==> src/rtl/cpu_controller.sv <==
`default_nettype none
// ============================================================================
// Module   : cpu_controller
// Function : Eight-phase fetch/execute sequencer for the 8-bit RISC CPU.
//            Decodes the 3-bit opcode and issues per-phase strobes.
// Revision : 1.0 - initial release
// ============================================================================
module cpu_controller (
    input  logic       clk,
    input  logic       rst,
    input  logic       ena,
    input  logic [2:0] opcode,
    input  logic       zero,
    output logic       load_ir,
    output logic       load_acc,
    output logic       inc_pc,
    output logic       load_pc,
    output logic       rd,
    output logic       wr,
    output logic       datactl_ena,
    output logic       halt,
    output logic       instr_done,
    output logic [2:0] phase
);

    localparam logic [2:0] c_OP_HLT  = 3'b000;
    localparam logic [2:0] c_OP_SKZ  = 3'b001;
    localparam logic [2:0] c_OP_ADD  = 3'b010;
    localparam logic [2:0] c_OP_ANDD = 3'b011;
    localparam logic [2:0] c_OP_XORR = 3'b100;
    localparam logic [2:0] c_OP_LDA  = 3'b101;
    localparam logic [2:0] c_OP_STO  = 3'b110;
    localparam logic [2:0] c_OP_JMP  = 3'b111;

    typedef enum logic [3:0] {
        S0     = 4'd0,
        S1     = 4'd1,
        S2     = 4'd2,
        S3     = 4'd3,
        S4     = 4'd4,
        S5     = 4'd5,
        S6     = 4'd6,
        S7     = 4'd7,
        HALTED = 4'd8
    } state_t;

    state_t r_state;
    state_t w_next_state;

    logic w_alu_op;
    logic w_is_sto;
    logic w_is_jmp;
    logic w_skip;

    // Opcodes that read memory into the accumulator share one strobe pattern.
    assign w_alu_op = (opcode == c_OP_ADD)  || (opcode == c_OP_ANDD) ||
                      (opcode == c_OP_XORR) || (opcode == c_OP_LDA);
    assign w_is_sto = (opcode == c_OP_STO);
    assign w_is_jmp = (opcode == c_OP_JMP);
    assign w_skip   = (opcode == c_OP_SKZ) && zero;

    always_ff @(posedge clk or posedge rst) begin
        if (rst) begin
            r_state <= S0;
        end else begin
            r_state <= w_next_state;
        end
    end

    always_comb begin
        w_next_state = r_state;
        load_ir      = 1'b0;
        load_acc     = 1'b0;
        inc_pc       = 1'b0;
        load_pc      = 1'b0;
        rd           = 1'b0;
        wr           = 1'b0;
        datactl_ena  = 1'b0;
        halt         = 1'b0;
        instr_done   = 1'b0;
        phase        = r_state[2:0];

        if (r_state == HALTED) begin
            // Terminal: only the asynchronous reset leaves this state.
            w_next_state = HALTED;
            halt         = 1'b1;
            phase        = 3'd3;
        end else if (!ena) begin
            w_next_state = S0;
        end else begin
            case (r_state)
                S0: begin
                    w_next_state = S1;
                    rd           = 1'b1;
                    load_ir      = 1'b1;
                    inc_pc       = 1'b1;
                end
                S1: begin
                    w_next_state = S2;
                    rd           = 1'b1;
                    load_ir      = 1'b1;
                    inc_pc       = 1'b1;
                end
                S2: begin
                    w_next_state = S3;
                end
                S3: begin
                    if (opcode == c_OP_HLT) begin
                        w_next_state = HALTED;
                        halt         = 1'b1;
                    end else begin
                        w_next_state = S4;
                    end
                end
                S4: begin
                    w_next_state = S5;
                    rd           = w_alu_op;
                    datactl_ena  = w_is_sto;
                    load_pc      = w_is_jmp;
                end
                S5: begin
                    // JMP raises load_pc and inc_pc together; the PC favours load.
                    w_next_state = S6;
                    rd           = w_alu_op;
                    load_acc     = w_alu_op;
                    wr           = w_is_sto;
                    datactl_ena  = w_is_sto;
                    load_pc      = w_is_jmp;
                    inc_pc       = w_is_jmp || w_skip;
                end
                S6: begin
                    w_next_state = S7;
                    rd           = w_alu_op;
                    datactl_ena  = w_is_sto;
                    load_pc      = w_is_jmp;
                    inc_pc       = w_skip;
                end
                S7: begin
                    w_next_state = S0;
                    inc_pc       = w_skip;
                    instr_done   = 1'b1;
                end
                default: begin
                    w_next_state = S0;
                end
            endcase
        end

        // Outputs stay quiet for the whole reset pulse, not just after the edge.
        if (rst) begin
            load_ir     = 1'b0;
            load_acc    = 1'b0;
            inc_pc      = 1'b0;
            load_pc     = 1'b0;
            rd          = 1'b0;
            wr          = 1'b0;
            datactl_ena = 1'b0;
            halt        = 1'b0;
            instr_done  = 1'b0;
            phase       = 3'd0;
        end
    end

endmodule
`default_nettype wire

==> config.mk <==
export PLATFORM = sky130hd
export DESIGN_NAME = cpu_controller
export DESIGN_NICKNAME = d
export VERILOG_FILES = /design/src/rtl/cpu_controller.sv
export SDC_FILE = /design/constraint.sdc
export NUM_CORES = 1
export LEC_CHECK = 0
export ABC_AREA = 1
export BUFFER_PORTS_ARGS = -buffer_cell sky130_fd_sc_hd__buf_2
export CORE_AREA = 2 2 39 41
export DETAILED_ROUTE_END_ITERATION = 10
export DIE_AREA = 0 0 41 43
export PLACE_DENSITY = 0.62
export SETUP_SLACK_MARGIN = 0.15
export SYNTH_ARGS = -nofsm -noshare
export SYNTH_HDL_FRONTEND = slang
export SYNTH_SLANG_ARGS = --single-unit
==> constraint.sdc <==
create_clock -name clk -period 1.1 [get_ports clk]
set_input_delay 0.11 -clock clk [delete_from_list [all_inputs] [get_ports clk]]
set_output_delay 0.11 -clock clk [all_outputs]
set_load 0.05 [all_outputs]
## Yosys cells after proc, flatten, opt, wreduce, memory -nomap -nowiden

Cells that the tools add are included.

| cells by class | value |
|---|---|
| equal/unequal tests | 15 |
| multiplexer cells | 43 |
| reduce and logical (&&, ||, !) cells | 10 |

Operators with widths:

| kind | number |
|---|---|
| $mux W1 | 35 |
| $pmux W4 S7 | 1 |
| $eq A4 B3 Y1 const B | 4 |
| $eq A3 B3 Y1 const B | 4 |
| $mux W4 | 3 |
| $eq A4 B2 Y1 const B | 2 |
| $eq A3 B2 Y1 const B | 2 |
| $mux W3 | 2 |
| $eq A4 B1 Y1 const B | 1 |
| $eq A4 B4 Y1 const B | 1 |
| $logic_not A4 Y1 | 1 |
| $logic_or A1 B1 Y1 | 4 |
| $reduce_or A2 Y1 | 2 |
| $eq A3 B1 Y1 const B | 1 |
| $logic_not A3 Y1 | 1 |
| $pmux W1 S3 | 1 |
| $reduce_or A3 Y1 | 1 |
| $pmux W1 S2 | 1 |
| $logic_and A1 B1 Y1 | 1 |

| word-level totals | value |
|---|---|
| flip-flop bits (word level) | 4 |
| word-level logic and storage cells | 69 |

## Logic depth before layout (Yosys ltp)

| depth | value |
|---|---|
| depth in word-level cells | 8 |
| mapped depth | 7 |
| gate-level depth less buffers | 7 |

## Least setup slack after synthesis

Ideal clock, no wire load.

| path | value |
|---|---|
| path kind | flip-flop to output port |
| from | register r_state[3] |
| to | output datactl_ena |
| arrival | 1775 ps |
| slack | -785 ps |
| cell stages (with the launch flop) | 6 |
| cells stage by stage | dfrtp_1 inv_2 nand2_2 nor2_4 inv_2 nor3_1 |

| between the ends | value |
|---|---|
| longest elaborated chain between the ends | 6 |

Ends and longest elaborated chain:

| element | line | text |
|---|---|---|
| from (decl) | 47 | `state_t r_state;` |
| from (signal assigned) | 66 | `r_state <= w_next_state;` |
| $eq A4 B3 Y1 | 91 | `case (r_state)` |
| $reduce_or A3 Y1 (no line) | -- |  |
| $mux W1 | 91 |  |
| $mux W1 | 88 | `end else if (!ena) begin` |
| $mux W1 (*) | 83 | `if (r_state == HALTED) begin` |
| $mux W1 (*) | 150 | `if (rst) begin` |
| to (decl) | 20 | `output logic datactl_ena,` |

Mark *: on every way between the ends. The rest lies on a longest branch, timed or not.

## Final worst setup path

| path | value |
|---|---|
| from | register r_state[1] |
| to | output datactl_ena |

Same word-level chain as after synthesis.

==> results.json <==
{
  "status": "complete, but fails checks",
  "failed_checks": "setup timing",
  "drv_slew": 0,
  "fin_nets": 121,
  "dr.pass1.iters": 4,
  "synth_largest_area_cell": "dfrtp_1",
  "min_from": "opcode[0]",
  "cts_tree": "yes",
  "portBuffers": 18,
  "cts_buffers": 3,
  "fin_area_um2": 1010,
  "startpoint": "r_state[1]",
  "p_leak_nw": 0.541,
  "ys_types": 14,
  "worst_slack_ns": -0.410,
  "fillCellCount": 97,
  "hold_violations": 0,
  "clockBufferDepth": 2,
  "layout_common_cells": "buf_4 (16), buf_6 (14), inv_1 (10)",
  "clock-sinks": 4,
  "grt.overflow.total": 0,
  "power_density_nw_per_um2": 715,
  "antennaDiodeCount": 0,
  "die_h_um": 43,
  "placed_cell_area_um2": 728,
  "drt_iter0_drc": 8,
  "coreArea_um2": 1380,
  "synthCells": 69,
  "post-route-min-period_ns": 1.51,
  "std_cell_rows": 14,
  "drive_gt1_frac": 0.741,
  "initial_utilization": 0.279,
  "rsz0062_at_grt": "yes",
  "synth_nets": 76,
  "via_count": 607,
  "drcViolationCount": 0,
  "fin_crit_sh": 1.37,
  "dieWidth_um": 41,
  "top_register": "r_state",
  "finClkSkew_ns": 0.00467,
  "wirelength_um": 1610,
  "slew_headroom": 0.869,
  "required_ns": 0.99,
  "worstMarginPinSlew_ns": 0.195,
  "grt_util_met3": 0.0209,
  "fmax_ghz": 0.662,
  "grt_usage": 0.198,
  "dieArea_um2": 1760,
  "largest_reg_flops": 4,
  "yosys_warnings": 0,
  "irDropWorstVdd_uv": 844,
  "cap_violations": 0,
  "yosys-top-cells-area": "dfrtp_1 (26%), nand2_1 (16%), inv_1 (14%)",
  "grt_pass1_wl_um": 2350,
  "ant_nets": 0,
  "ios": 19,
  "clk_pin_slew_ns": 0.04,
  "yosys_register_bits": 4,
  "avgSynthCellArea_um2": 5.60,
  "synth_area_um2": 387,
  "globalRouteMet2Util": 0.331,
  "crit_fanout": 4,
  "ff_latch_area_um2": 104,
  "synth_top_area_frac": 0.259,
  "antenna_found_initial": 0,
  "critical_path_class": "reg2out",
  "post_drt_wl_per_cell_um": 12.6,
  "met1_usage": 0.231,
  "crit_path_end_kind": "output pin",
  "grt_pass1_vias": 560,
  "htree_levels": 1,
  "insertion_delay_ns": 0.24,
  "r2r-start": "r_state[1]",
  "viasPerCell": 4.74,
  "hp-class": "in2reg",
  "arrival_ns": 1.40,
  "top_regs": "r_state: 4 flops",
  "crit_path_start_kind": "flop",
  "top_usage_layer": "met2",
  "syn2layout_area_growth_pct": 161,
  "layout_commonest_cell": "buf_4",
  "globalplace.congestion": 0.829,
  "multi_input_area_um2": 425,
  "hpwlAfterDp_um": 1020,
  "setup_viol": 14,
  "final_core_util": 0.730,
  "seq_area_frac_synth": 0.259,
  "cts-root-buf": "clkbuf_4",
  "grt_max_degree": 6
}
[metrics by stage]
| step | TNS [ns] | hold WS [ns] | cells | setup WS [ns] | total power, mW |
|---|---|---|---|---|---|
| after CTS | -4.52 | 0.227 | 126 | -0.385 | 0.687 |
| after global placement | -2.13 | 0.214 | 116 | -0.241 | 0.420 |
| after global routing | -5.66 | 0.258 | 128 | -0.478 | 0.759 |
| after floorplan | -1.91 | -0.0759 | 69 | -0.301 | 0.335 |
| after detailed placement | -2.21 | 0.213 | 116 | -0.263 | 0.423 |
| final | -4.76 | 0.258 | 128 | -0.410 | 0.722 |
[layer usage]
layer	part of all wire	wire length, µm	vias to the layer above
met5	0	0	-
met4	0.045	73	0
met3	0.036	58	8
met2	0.56	895	22
met1	0.36	584	277
li1	-	-	300
[report_power, final]
part	total, mW	leakage, nW	internal (mW)	switching (mW)
Combinational	0.357	0.478	0.149	0.208
Sequential	0.178	0.0490	0.159	0.0190
Clock	0.187	0.0138	0.122	0.0646
[Yosys cell counts]
cell type and instances:
dfrtp_1 4, nand2_1 16, nand4_1 1, nor3_1 6, a21oi_1 4, inv_2 3, inv_1 14, nor4_1 1
nand3_1 4, o21ai_0 1, nand3_2 1, nand2_2 2, nor2_4 1, nor2_1 11
[final timing paths]
check / slack, ns / to / depth (start not counted)
worst max register to register: -0.36 / r_state[2] / 9
worst max-delay path: -0.41 / datactl_ena / 6
worst min-delay path: 0.26 / r_state[2] / 3
worst min register to register: 0.55 / r_state[1] / 2
max in group asynchronous: 0.46 / r_state[0] / 4
min in group asynchronous: 0.52 / r_state[1] / 4
[critical path: stages (launching register included)]
cell     delay (ns)
dfrtp_2        0.46
nand2_4        0.11
inv_4          0.04
nor2_4         0.10
inv_2          0.07
nor3_4         0.19
buf_6          0.18
[area by class of cell]
type	instances	area share
Clock buffer	3	0.0223
Sequential cell	4	0.103
Inverter	17	0.0694
Multi-Input combinational cell	48	0.421
Timing Repair Buffer	40	0.364
Tap cell	16	0.0198
[kinds of logic after synthesis]
kind of cell           count (synthesis)  synth area share
AO/OA/AOI/OAI                          5            0.0647
AND/OR/NAND/NOR                       43             0.511
flip-flops                             4             0.259
buffers and inverters                 17             0.165
[what timing repair did]
| action | CTS | global route |
|---|---|---|
| hold endpoints to repair | 4 | 0 |
| hold buffers | 1 | 0 |
| buffers inserted | 6 | 2 |
| endpoints found under the setup margin | 16 | 16 |
| pin swaps | 5 | 4 |
| gates resized for setup | 41 | 16 |
Note: power is estimated with default switching activity, not from simulation.
